### config.mk
export PLATFORM = sky130hd
export DESIGN_NAME = recirculator_param_flat
export DESIGN_NICKNAME = d
export VERILOG_FILES = /design/src/rtl/recirculator_param_if.sv /design/src/rtl/recirculator_param.sv /design/src/flat_wrapper.sv
export SDC_FILE = /design/constraint.sdc
export NUM_CORES = 1
export LEC_CHECK = 0
export ABC_AREA = 1
export BUFFER_PORTS_ARGS = -buffer_cell sky130_fd_sc_hd__buf_2
export CAP_MARGIN = 20
export CORE_MARGIN = 2
export CORE_UTILIZATION = 40
export CTS_BUF_LIST = sky130_fd_sc_hd__clkbuf_4 sky130_fd_sc_hd__clkbuf_8
export DETAILED_ROUTE_END_ITERATION = 16
export MAX_ROUTING_LAYER = met4
export PLACE_DENSITY = 0.66
export SYNTH_ARGS = -nofsm -noshare
export SYNTH_HDL_FRONTEND = slang
export SYNTH_SLANG_ARGS = --single-unit
export TNS_END_PERCENT = 5
### constraint.sdc
create_clock -name clk -period 3.9 [get_ports clk]
set_input_delay 1.17 -clock clk [delete_from_list [all_inputs] [get_ports clk]]
set_output_delay 1.17 -clock clk [all_outputs]
set_load 0.02 [all_outputs]
### src/rtl/recirculator_param_if.sv
// Lane bus between the idle logic / test source and the recirculator.
// Latency: none, this is wiring only.
// Backpressure: none; valids are per lane and there is no ready signal.
interface recirculator_param_if #(
    parameter int LANES  = 4,
    parameter int DATA_W = 8,
    parameter int CNT_W  = 16
);
    logic                      idle_in;
    logic                      clear_counts;
    logic [LANES*DATA_W-1:0]   data_in;
    logic [LANES-1:0]          valid_in;
    logic [LANES*DATA_W-1:0]   fwd_data;
    logic [LANES-1:0]          fwd_valid;
    logic [LANES*DATA_W-1:0]   rcv_data;
    logic [LANES-1:0]          rcv_valid;
    logic                      mode;
    logic                      switch_pending;
    logic [CNT_W-1:0]          fwd_words;
    logic [CNT_W-1:0]          rcv_words;

    // Source side: drives lane words and control, observes both paths.
    modport master (
        output idle_in, clear_counts, data_in, valid_in,
        input  fwd_data, fwd_valid, rcv_data, rcv_valid,
        input  mode, switch_pending, fwd_words, rcv_words
    );

    // Router side.
    modport slave (
        input  idle_in, clear_counts, data_in, valid_in,
        output fwd_data, fwd_valid, rcv_data, rcv_valid,
        output mode, switch_pending, fwd_words, rcv_words
    );
endinterface

### src/rtl/recirculator_param.sv
// Lane router: steers registered lane words to the recirculate or forward path, switching only on bubbles.
// Latency: 1 cycle from data_in/valid_in to the selected path; mode changes after the deciding edge.
// Backpressure: none; every valid word is accepted and routed, and a pending switch waits for a bubble.
module recirculator_param #(
    parameter int LANES  = 4,
    parameter int DATA_W = 8,
    parameter int CNT_W  = 16
) (
    input  logic                 clk,
    input  logic                 reset,
    recirculator_param_if.slave  io
);
    // Encoding is {mode, pending}, so the status outputs are plain bits of the state register.
    typedef enum logic [1:0] {
        RECIRC   = 2'b00,
        PEND_FWD = 2'b01,
        FORWARD  = 2'b10,
        PEND_RCV = 2'b11
    } state_t;

    localparam int SUM_W = CNT_W + 4;  // headroom for adding up to 15 words before saturating

    state_t                  state_q, state_d;
    logic [LANES*DATA_W-1:0] fwd_data_q, fwd_data_d;
    logic [LANES-1:0]        fwd_valid_q, fwd_valid_d;
    logic [LANES*DATA_W-1:0] rcv_data_q, rcv_data_d;
    logic [LANES-1:0]        rcv_valid_q, rcv_valid_d;
    logic [CNT_W-1:0]        fwd_words_q, fwd_words_d;
    logic [CNT_W-1:0]        rcv_words_q, rcv_words_d;

    logic                    bubble;
    logic                    fwd_active;
    logic [3:0]              pop;

    assign bubble     = (io.valid_in == '0);
    assign fwd_active = state_q[1];

    function automatic logic [CNT_W-1:0] sat_add(input logic [CNT_W-1:0] cnt, input logic [3:0] inc);
        logic [SUM_W-1:0] sum;
        logic [CNT_W-1:0] max_val;
        max_val = '1;
        sum     = SUM_W'(cnt) + SUM_W'(inc);
        if (sum > SUM_W'(max_val)) begin
            sat_add = max_val;
        end else begin
            sat_add = sum[CNT_W-1:0];
        end
    endfunction

    // Next steering state: a mode change is committed only on a bubble so bursts stay on one path.
    always_comb begin
        state_d = state_q;
        unique case (state_q)
            RECIRC: begin
                if (io.idle_in) state_d = bubble ? FORWARD : PEND_FWD;
            end
            PEND_FWD: begin
                if (!io.idle_in)  state_d = RECIRC;
                else if (bubble)  state_d = FORWARD;
            end
            FORWARD: begin
                if (!io.idle_in) state_d = bubble ? RECIRC : PEND_RCV;
            end
            PEND_RCV: begin
                if (io.idle_in)   state_d = FORWARD;
                else if (bubble)  state_d = RECIRC;
            end
            default: state_d = RECIRC;
        endcase
    end

    // Number of valid lanes this cycle.
    always_comb begin
        pop = '0;
        for (int i = 0; i < LANES; i++) begin
            pop = pop + 4'(io.valid_in[i]);
        end
    end

    // Path loads use the pre-edge state; the idle path keeps its data and drops its valids.
    always_comb begin
        fwd_data_d  = fwd_data_q;
        fwd_valid_d = '0;
        rcv_data_d  = rcv_data_q;
        rcv_valid_d = '0;
        if (fwd_active) begin
            fwd_data_d  = io.data_in;
            fwd_valid_d = io.valid_in;
        end else begin
            rcv_data_d  = io.data_in;
            rcv_valid_d = io.valid_in;
        end
    end

    // Word counters: clear wins over this cycle's increment; only the active path counts.
    always_comb begin
        fwd_words_d = fwd_words_q;
        rcv_words_d = rcv_words_q;
        if (io.clear_counts) begin
            fwd_words_d = '0;
            rcv_words_d = '0;
        end else if (fwd_active) begin
            fwd_words_d = sat_add(fwd_words_q, pop);
        end else begin
            rcv_words_d = sat_add(rcv_words_q, pop);
        end
    end

    // State, path and counter registers; reset clears everything immediately.
    always_ff @(posedge clk or posedge reset) begin
        if (reset) begin
            state_q     <= RECIRC;
            fwd_data_q  <= '0;
            fwd_valid_q <= '0;
            rcv_data_q  <= '0;
            rcv_valid_q <= '0;
            fwd_words_q <= '0;
            rcv_words_q <= '0;
        end else begin
            state_q     <= state_d;
            fwd_data_q  <= fwd_data_d;
            fwd_valid_q <= fwd_valid_d;
            rcv_data_q  <= rcv_data_d;
            rcv_valid_q <= rcv_valid_d;
            fwd_words_q <= fwd_words_d;
            rcv_words_q <= rcv_words_d;
        end
    end

    assign io.fwd_data       = fwd_data_q;
    assign io.fwd_valid      = fwd_valid_q;
    assign io.rcv_data       = rcv_data_q;
    assign io.rcv_valid      = rcv_valid_q;
    assign io.mode           = state_q[1];
    assign io.switch_pending = state_q[0];
    assign io.fwd_words      = fwd_words_q;
    assign io.rcv_words      = rcv_words_q;
endmodule

### src/flat_wrapper.sv
// flat-port wrapper written by rule: the top's interface ports become plain ports
module recirculator_param_flat 
#(
    parameter int LANES  = 4,
    parameter int DATA_W = 8,
    parameter int CNT_W  = 16
)
  (clk, reset, io_idle_in, io_clear_counts, io_data_in, io_valid_in, io_fwd_data, io_fwd_valid, io_rcv_data, io_rcv_valid, io_mode, io_switch_pending, io_fwd_words, io_rcv_words);
  recirculator_param_if #(.LANES(LANES), .DATA_W(DATA_W), .CNT_W(CNT_W)) io_i ();
  input  logic clk;
  input  logic reset;
  input wire logic [$bits(io_i.idle_in)-1:0] io_idle_in;
  input wire logic [$bits(io_i.clear_counts)-1:0] io_clear_counts;
  input wire logic [$bits(io_i.data_in)-1:0] io_data_in;
  input wire logic [$bits(io_i.valid_in)-1:0] io_valid_in;
  output wire logic [$bits(io_i.fwd_data)-1:0] io_fwd_data;
  output wire logic [$bits(io_i.fwd_valid)-1:0] io_fwd_valid;
  output wire logic [$bits(io_i.rcv_data)-1:0] io_rcv_data;
  output wire logic [$bits(io_i.rcv_valid)-1:0] io_rcv_valid;
  output wire logic [$bits(io_i.mode)-1:0] io_mode;
  output wire logic [$bits(io_i.switch_pending)-1:0] io_switch_pending;
  output wire logic [$bits(io_i.fwd_words)-1:0] io_fwd_words;
  output wire logic [$bits(io_i.rcv_words)-1:0] io_rcv_words;
  assign io_i.idle_in = io_idle_in;
  assign io_i.clear_counts = io_clear_counts;
  assign io_i.data_in = io_data_in;
  assign io_i.valid_in = io_valid_in;
  assign io_fwd_data = io_i.fwd_data;
  assign io_fwd_valid = io_i.fwd_valid;
  assign io_rcv_data = io_i.rcv_data;
  assign io_rcv_valid = io_i.rcv_valid;
  assign io_mode = io_i.mode;
  assign io_switch_pending = io_i.switch_pending;
  assign io_fwd_words = io_i.fwd_words;
  assign io_rcv_words = io_i.rcv_words;
  recirculator_param #(.LANES(LANES), .DATA_W(DATA_W), .CNT_W(CNT_W)) u_core (.clk(clk), .reset(reset), .io(io_i));
endmodule
### After elaboration in Yosys (flattened, before gate mapping)

Cells that the tools add are included.

* flip-flop bits (word level): 106
* input bits: 40
* output and inout bits: 106
* logic and storage cells: 43

* $add $sub $neg: 5
* magnitude comparators: 2
* eq/ne operators: 8
* muxes and demuxes: 17
* reductions and logical operators: 4

Operators by type and width (number)
* $mux W16: 6
* $gt A20 B16 Y1 const B: 2
* $add A16 B4 Y17: 2
* $mux W2: 8
* $add A4 B1 Y4: 2
* $mux W4: 2
* $pmux W2 S4: 1
* $ne A2 B2 Y1 const B: 3
* $ne A3 B2 Y1 const B: 2
* $eq A2 B2 Y1 const B: 2
* $logic_not A4 Y1: 1
* $reduce_and A4 Y1: 1
* $add A1 B1 Y2: 1
* $eq A2 B1 Y1 const B: 1
* $logic_not A2 Y1: 1
* $reduce_bool A2 Y1: 1

### Depth between registers and ports, before layout

Gate-level depths: netlist of run 1.

* word-level depth: 8
* mapped depth: 17
* gate-level depth less buffers: 17

### Worst setup path before layout of run 1

Ideal clock, no wire load.

* path type: input port to flip-flop
* start: input io_valid_in[0]
* end: register u_core.rcv_words_q[9] (netlist: u_core.io.rcv_words[9])
* library setup time: 0.117 ns
* arrival: 3.235 ns
* data required time: 3.783 ns
* setup slack: 0.548 ns
* cell stages on the path: 14
* buffers on the path: 1
* path through: inv_1 > ha_1 > inv_1 > fa_1 > inv_1 > ha_1 > fa_1 > nand2_1 > a21oi_4 > nand2_4 > buf_6 > nand3_2 > nand2_1 > nand2_1

* cells in the longest elaborated chain, start to end: 8

Ends and longest elaborated chain
* start, declared: line flat_wrapper.sv:15 `input wire logic [$bits(io_i.valid_in)-1:0] io_valid_in;`
* $add A1 B1 Y2 (*): line recirculator_param.sv:76 `pop = pop + 4'(io.valid_in[i]);`
* $add A4 B1 Y4 (*) (2 in a row): line recirculator_param.sv:76
* $add A16 B4 Y17 (*): line recirculator_param.sv:42 `sum = SUM_W'(cnt) + SUM_W'(inc);`
* $gt A20 B16 Y1: line recirculator_param.sv:43 `if (sum > SUM_W'(max_val)) begin`
* $mux W16 (*): line recirculator_param.sv:43
* $mux W16 (*): line recirculator_param.sv:102 `end else if (fwd_active) begin`
* $mux W16 (*): line recirculator_param.sv:99 `if (io.clear_counts) begin`
* end signal, assigned: line recirculator_param.sv:126 `rcv_words_q <= rcv_words_d;`
* end, declared: line recirculator_param.sv:29 `logic [CNT_W-1:0] rcv_words_q, rcv_words_d;`

Mark *: on every way between the ends. The rest lies on a longest branch, timed or not. The select of a mux whose other input is x is not followed.
A chain may end at the register's enable or synchronous reset.

### Worst setup path after layout of run 1

* start: input io_valid_in[1]
* end: register u_core.fwd_words_q[7] (netlist: u_core.io.fwd_words[7])

* cells in the longest elaborated chain, start to end: 8

Ends and longest elaborated chain
* $add A1 B1 Y2 (*): line recirculator_param.sv:76
* $add A4 B1 Y4 (*) (2 in a row): line recirculator_param.sv:76
* $add A16 B4 Y17 (*): line recirculator_param.sv:42
* $gt A20 B16 Y1: line recirculator_param.sv:43
* $mux W16 (*): line recirculator_param.sv:43
* $mux W16 (*): line recirculator_param.sv:102
* $mux W16 (*): line recirculator_param.sv:99
* end signal, assigned: line recirculator_param.sv:125 `fwd_words_q <= fwd_words_d;`
* end, declared: line recirculator_param.sv:28 `logic [CNT_W-1:0] fwd_words_q, fwd_words_d;`

Marks and branches as above.

==> metrics, run 1 <==
count of cell types in the netlist=30; CTS tree=built; crit path max fanout=15; commonest cells in the netlist=nand2_1, dfrtp_1, inv_1; Crit path required time=4.17 ns; Initial Utilization=40.99%; Post-synth EDFFs=0; Crit. End Element=register; remaining global-route overflow=0; # rows=41; flops & latches, synth=106; WHS Endpoint=u_core.io.fwd_data[17]; Worst Reg2Reg Path Length in Cells=5; Initial DRC Count=295; status=complete, no violations; insertion delay to the later sink of the worst-skew pair=0.38 ns; per-cell routed wire length=12.57 um; H-tree depth=3; gr usage total=19.39%; io pins=146; synth-to-layout area growth=20.79%; Final Core Density=49.51%; core area=12670 um2; Synth Net Count=737; power per cell area=483.0 nW/um2; WP data arrival=3.57 ns; RSZ-0062 raised after global routing=false; r2r setup slk=1.87 ns; worst r2r dst=u_core.io.fwd_words[12]; routability cong.=0.8617; Rel. slew slack=44.12%; skew final=0.007552 ns; Seq/Total Area, Yosys=51.07%; cell taking the most area after synthesis=dfrtp_1; final wirelength=12580 um; Critical R2R Launch=u_core.state_q[1]; Worst setup SP type=input port; hold path start=u_core.io.fwd_data[17]; die width=118.0 um; Worst-path clk slew=0.11 ns; Hold Violations, Final=0; syn_area_per_cell=7.571 um2; CTS max path bufs=2; Worst Tran Pin Value=0.8373 ns; DRC violations left=0; Pleak=0.003724 uW; post_cts resized=0; Setup TNS=0 ns; Crit Path Class=in2reg; Slew Viols, Final=0; vias in the first global route=4322; Max Clock Freq=0.3026 GHz; die footprint=13910 um2; Post CTS Setup Buffer Count=0; 1st-pass router iterations=4; post-synthesis cell area=5194 um2; drt via density=4.609; DIE HEIGHT=118.0 um; Yosys warnings=0; Synth area leaders=dfrtp_1, nand2_1, inv_1; number of clock buffers inserted by TritonCTS=9; Synth Flop Type=dfrtp_1; ys async rst share=100.0%; largest net degree at the start of global routing=66; crit path time final=3.305 ns; Final ANT Viol Nets=0; Hold Path Class=reg2reg; ant diodes=0; initial antenna violation count=0; fraction of layout cells with a size suffix above 1=21.95%; cts hold-fix bufs=0; Synth top area share=51.07%; Worst VDD drop=351.2 uV; HPWL reported at the end of detailed placement=8737 um; Filler cells=1285; vias post-DR=4614; first-pass GRT wire length=21310 um; Final Cycle Share=84.74%; Hold Crit Depth=2; top-count cell post-synth=nand2_1; I/O Buffers=145; Clock Root Buffer=clkbuf_8; Syn Inst Count=686; CTS Sinks=106; Total Nets Final=875; setup violators final=0; Max Cap Viol=0
## through the flow
stage | total power (uW) | cells | hold WS, ns | instance area [um2] | setup slack (ns)
after floorplan | 2031 | 686 | 0.5844 | 5197 | 0.5479
after global placement | 2369 | 985 | 0.4509 | 6077 | 0.1966
after detailed placement | 2377 | 985 | 0.4551 | 6077 | 0.1760
after CTS | 3068 | 1001 | 0.4821 | 6274 | 0.5777
after global routing | 3243 | 1001 | 0.5094 | 6274 | 0.2913
final | 3030 | 1001 | 0.4760 | 6274 | 0.5953
## layer usage
| metal | up-vias | global-route usage [%] | part of all wire (%) | wire length [um] |
|---|---|---|---|---|
| met2 | 142 | 27.54 | 43 | 5411 |
| met5 | - | - | 0 | 0 |
| met3 | 5 | 7.219 | 8.8 | 1111 |
| li1 | 2373 | - | - | - |
| met1 | 2094 | 26.38 | 47 | 5967 |
| met4 | 0 | 4.518 | 0.70 | 88 |
## state kept, by name (all words and copies together) (netlist names)
signal               cells
u_core.io.fwd_data      32
u_core.io.rcv_data      32
u_core.io.fwd_words     16
u_core.io.rcv_words     16
u_core.io.fwd_valid      4
u_core.io.rcv_valid      4
u_core.state_q           2
## kinds of logic (layout without fill, tap and decap cells)
group	Yosys count	count (layout)	share of synthesized area (%)
fa+ha+maj	11	11	3.084
compound gates	28	28	3.204
buf+inv	94	237	7.179
simple gates	443	443	34.79
flops	106	106	51.07
xor+xnor	4	4	0.6747
## cell type report
type | count | area, um2 | share of cell area, %
Multi-Input combinational cell | 486 | 2171 | 34.60
Sequential cell | 106 | 2654 | 42.30
Tap cell | 172 | 215.2 | 3.430
Clock buffer | 11 | 151.4 | 2.413
Clock inverter | 5 | 45.04 | 0.7180
Inverter | 70 | 266.5 | 4.248
Timing Repair Buffer | 151 | 770.7 | 12.29
## power by group
part           switching [uW]  leakage (uW)  internal (uW)
registers                 137       0.00135           1290
logic                     630       0.00228            288
clock network             405     0.0000981            277
## how the worst max path moves through the flow
stage,start,end,cells past startpoint
CTS,io_valid_in[1],u_core.io.fwd_words[7],14
finish,io_valid_in[1],u_core.io.fwd_words[7],14
global route,io_valid_in[0],u_core.io.fwd_words[9],17
floorplan,io_valid_in[0],u_core.io.rcv_words[9],14
detailed placement,io_valid_in[0],u_core.io.fwd_words[9],17
global placement,io_valid_in[0],u_core.io.rcv_words[7],14
## placed cells by master, fill, tap and decap left out, types with 8 or more instances in the layout
master / synthesis / routed
buf_2: 4 / 145
clkbuf_8: 0 / 11
dfrtp_1: 106 / 105
ha_1: 8 / 8
inv_1: 69 / 67
nand2_1: 358 / 358
nand3_1: 37 / 37
nand4_1: 18 / 18
nor2_1: 20 / 19
o21ai_0: 20 / 20
## critical path, stage by stage
cell	delay, ns
buf_2	0.10
inv_1	0.05
ha_1	0.28
inv_1	0.05
fa_1	0.35
inv_1	0.08
ha_1	0.29
fa_1	0.45
nand2_1	0.15
a21oi_2	0.09
nand2_2	0.24
nand3_1	0.11
nand2_1	0.07
o21ai_0	0.08
(Power assumes the default switching activity.)
==> inputs of run 2 (changes only) <==
- clock period: 3.9 -> 2.8 ns (I/O delays scaled with it)
==> run 2 against run 1 <==
Effect of this change:
- clock power increased by 59%
- cell count increased by 2.1%
- critical path type unchanged
- wire length increased by 3.6%
- design area increased by 5.5%
- sequential share of layout area decreased by 2.2 points
- first-iteration DRC count increased by 14%
- non-clock buffer count increased by 20
- combinational power increased by 50%
- sequential power increased by 39%
- global-route usage increased by 0.47 points
- setup slack got worse by 0.51 ns
- via count increased by 1.9%
==> metrics, run 2 (same netlist as run 1, synthesis figures left out) <==
Final Cycle Share=97.03%; Crit-path slowest cell=fa_2 (was fa_1); Crit Path Class=in2reg (unchanged); per-cell routed wire length=12.75 um (was 12.57 um); cell count along the critical path=14 (unchanged); Final ANT Viol Nets=0 (unchanged); initial antenna violation count=0 (unchanged); die footprint=13910 um2 (unchanged); Crit. End Element=register (unchanged); post-route setup slack=0.08315 ns (was 0.5953 ns); remaining global-route overflow=0 (unchanged); crit path max fanout=8 (was 15); Worst setup SP type=input port (unchanged); Power Total=4443 uW (was 3030 uW); # rows=41 (unchanged); total area of multi-input combinational cells=2275 um2 (was 2171 um2); Reg area=2654 um2 (unchanged); number of clock buffers inserted by TritonCTS=9 (unchanged); power per cell area=671.1 nW/um2 (was 483.0 nW/um2); WP data arrival=2.98 ns (was 3.57 ns); vias in the first global route=4385 (was 4322); Max Cap Viol=0 (unchanged); core area=12670 um2 (unchanged); Worst Reg2Reg Path Length in Cells=5 (unchanged); die width=118.0 um (unchanged); Worst-path clk slew=0.10 ns (was 0.11 ns); Filler cells=1262 (was 1285); vias post-DR=4703 (was 4614); most common cell after layout, fill and taps aside=nand2_1 (unchanged); Setup WS pre-CTS=-0.5282 ns (was 0.1760 ns); I/O Buffers=145 (unchanged); CTS Sinks=106 (unchanged); DRC violations left=0 (unchanged); Total Nets Final=896 (was 875); insertion delay to the later sink of the worst-skew pair=0.39 ns (was 0.38 ns); H-tree depth=3 (unchanged); skew final=0.01322 ns (was 0.007552 ns); HPWL reported at the end of detailed placement=9064 um (was 8737 um); first-pass GRT wire length=21710 um (was 21310 um); Initial Utilization=40.99% (unchanged); fraction of layout cells with a size suffix above 1=26.00% (was 21.95%); 1st-pass router iterations=4 (unchanged); gr usage total=19.86% (was 19.39%); final wirelength=13030 um (was 12580 um); CP bufs+invs=4 (unchanged); most frequent cells in the layout=nand2_1, buf_2, dfrtp_1 (unchanged); Initial DRC Count=337 (was 295); Max Clock Freq=0.3681 GHz; setup violators final=0 (unchanged); crit path time final=2.717 ns; delay-heaviest family, CP=adder cells (unchanged); Crit path required time=3.07 ns (was 4.17 ns); RSZ-0062 raised after global routing=false (unchanged); Slew Viols, Final=0 (unchanged); Hold Violations, Final=0 (unchanged); Setup TNS=0 ns (unchanged); critical path's largest stage delay=0.52 ns (was 0.45 ns); status=complete, no violations (unchanged); routability cong.=0.8354 (was 0.8617); ant diodes=0 (unchanged); CTS max path bufs=2 (unchanged); CP Cell Sequence=buf_2 -> inv_2 -> ha_4 -> inv_1 -> fa_2 -> inv_2 -> ha_2 -> fa_2 -> nand2_4 -> a21oi_4 -> nand2_4 -> nand3_1 -> nand2_1 -> o21ai_0 (was buf_2 -> inv_1 -> ha_1 -> inv_1 -> fa_1 -> inv_1 -> ha_1 -> fa_1 -> nand2_1 -> a21oi_2 -> nand2_2 -> nand3_1 -> nand2_1 -> o21ai_0); synth-to-layout area growth=27.46% (was 20.79%); hold slack=0.4782 ns (was 0.4760 ns); Pleak=0.003894 uW (was 0.003724 uW); DIE HEIGHT=118.0 um (unchanged); Clock Root Buffer=clkbuf_8 (unchanged); io pins=146 (unchanged); cts hold-fix bufs=0 (unchanged); Hold Crit Depth=2 (unchanged); Rel. slew slack=57.29% (was 44.12%); Worst VDD drop=413.4 uV (was 351.2 uV); largest net degree at the start of global routing=65 (was 66); Hold Path Class=reg2reg (unchanged); CTS tree=built (unchanged); drt via density=4.602 (was 4.609); Worst Tran Pin Value=0.6406 ns (was 0.8373 ns)
[run 2: cell count changes in the layout (fill, tap and decap cells not counted), moves of 3 or more]
cell	before	now
fa_2	0	3
ha_1	8	4
fa_1	3	0
nand2_2	3	6
nand2_4	2	6
buf_12	0	4
ha_4	0	3
inv_2	1	5
inv_1	67	63
buf_4	6	21
nand2_1	358	352
[run 2: final cells by class]
cell class,instances,area share (%)
multi-input combinational,487,34.36
inverter,70,4.026
tap,172,3.251
clock inverter,6,1.361
clock buffer,10,1.985
timing repair buffer,171,14.93
sequential,106,40.09
[run 2: metrics by stage]
step | instance area [um2] | instances | utilization, %
global placement | 6270 | 1004 | 49.48
floorplan | 5197 | 686 | -
global route | 6620 | 1022 | 52.25
detailed placement | 6270 | 1004 | 49.48
CTS | 6505 | 1021 | 51.34
finish | 6620 | 1022 | 52.25
[run 2: path summary, 6_finish.rpt]
check | endpoint | slack, ns | startpoint
max reg2reg | u_core.io.rcv_words[7] | 1.03 | u_core.state_q[1]
min | u_core.io.fwd_data[26] | 0.48 | u_core.io.fwd_data[26]
max | u_core.io.rcv_words[7] | 0.08 | io_valid_in[1]
min reg2reg | u_core.io.fwd_data[26] | 0.48 | u_core.io.fwd_data[26]
max in group asynchronous | u_core.io.rcv_data[20] | 1.59 | reset
min in group asynchronous | u_core.io.rcv_words[14] | 0.52 | reset
[run 2: repair_timing]
item,4_1_cts,5_1_grt
cloned,1,1
setup endpoints to repair,24,32
buffers inserted,0,0
pin swaps,1,5
gates resized for setup,3,24
[run 2: per-layer routing]
metal,track usage [%],routed length [um]
met3,6.056,926
met1,28.15,6311
met2,27.65,5713
met4,5.196,74
met5,-,0
[run 2: tightest hold or removal path, cell delays in order, from the launching register on]
cell and delay, ns:
dfrtp_1 0.35, nand2_1 0.05, nand2_1 0.05
[run 2: power by group]
part	switching (uW)	internal [uW]	total, uW
clock network	558	518	1080
registers	183	1800	1990
logic	919	462	1380
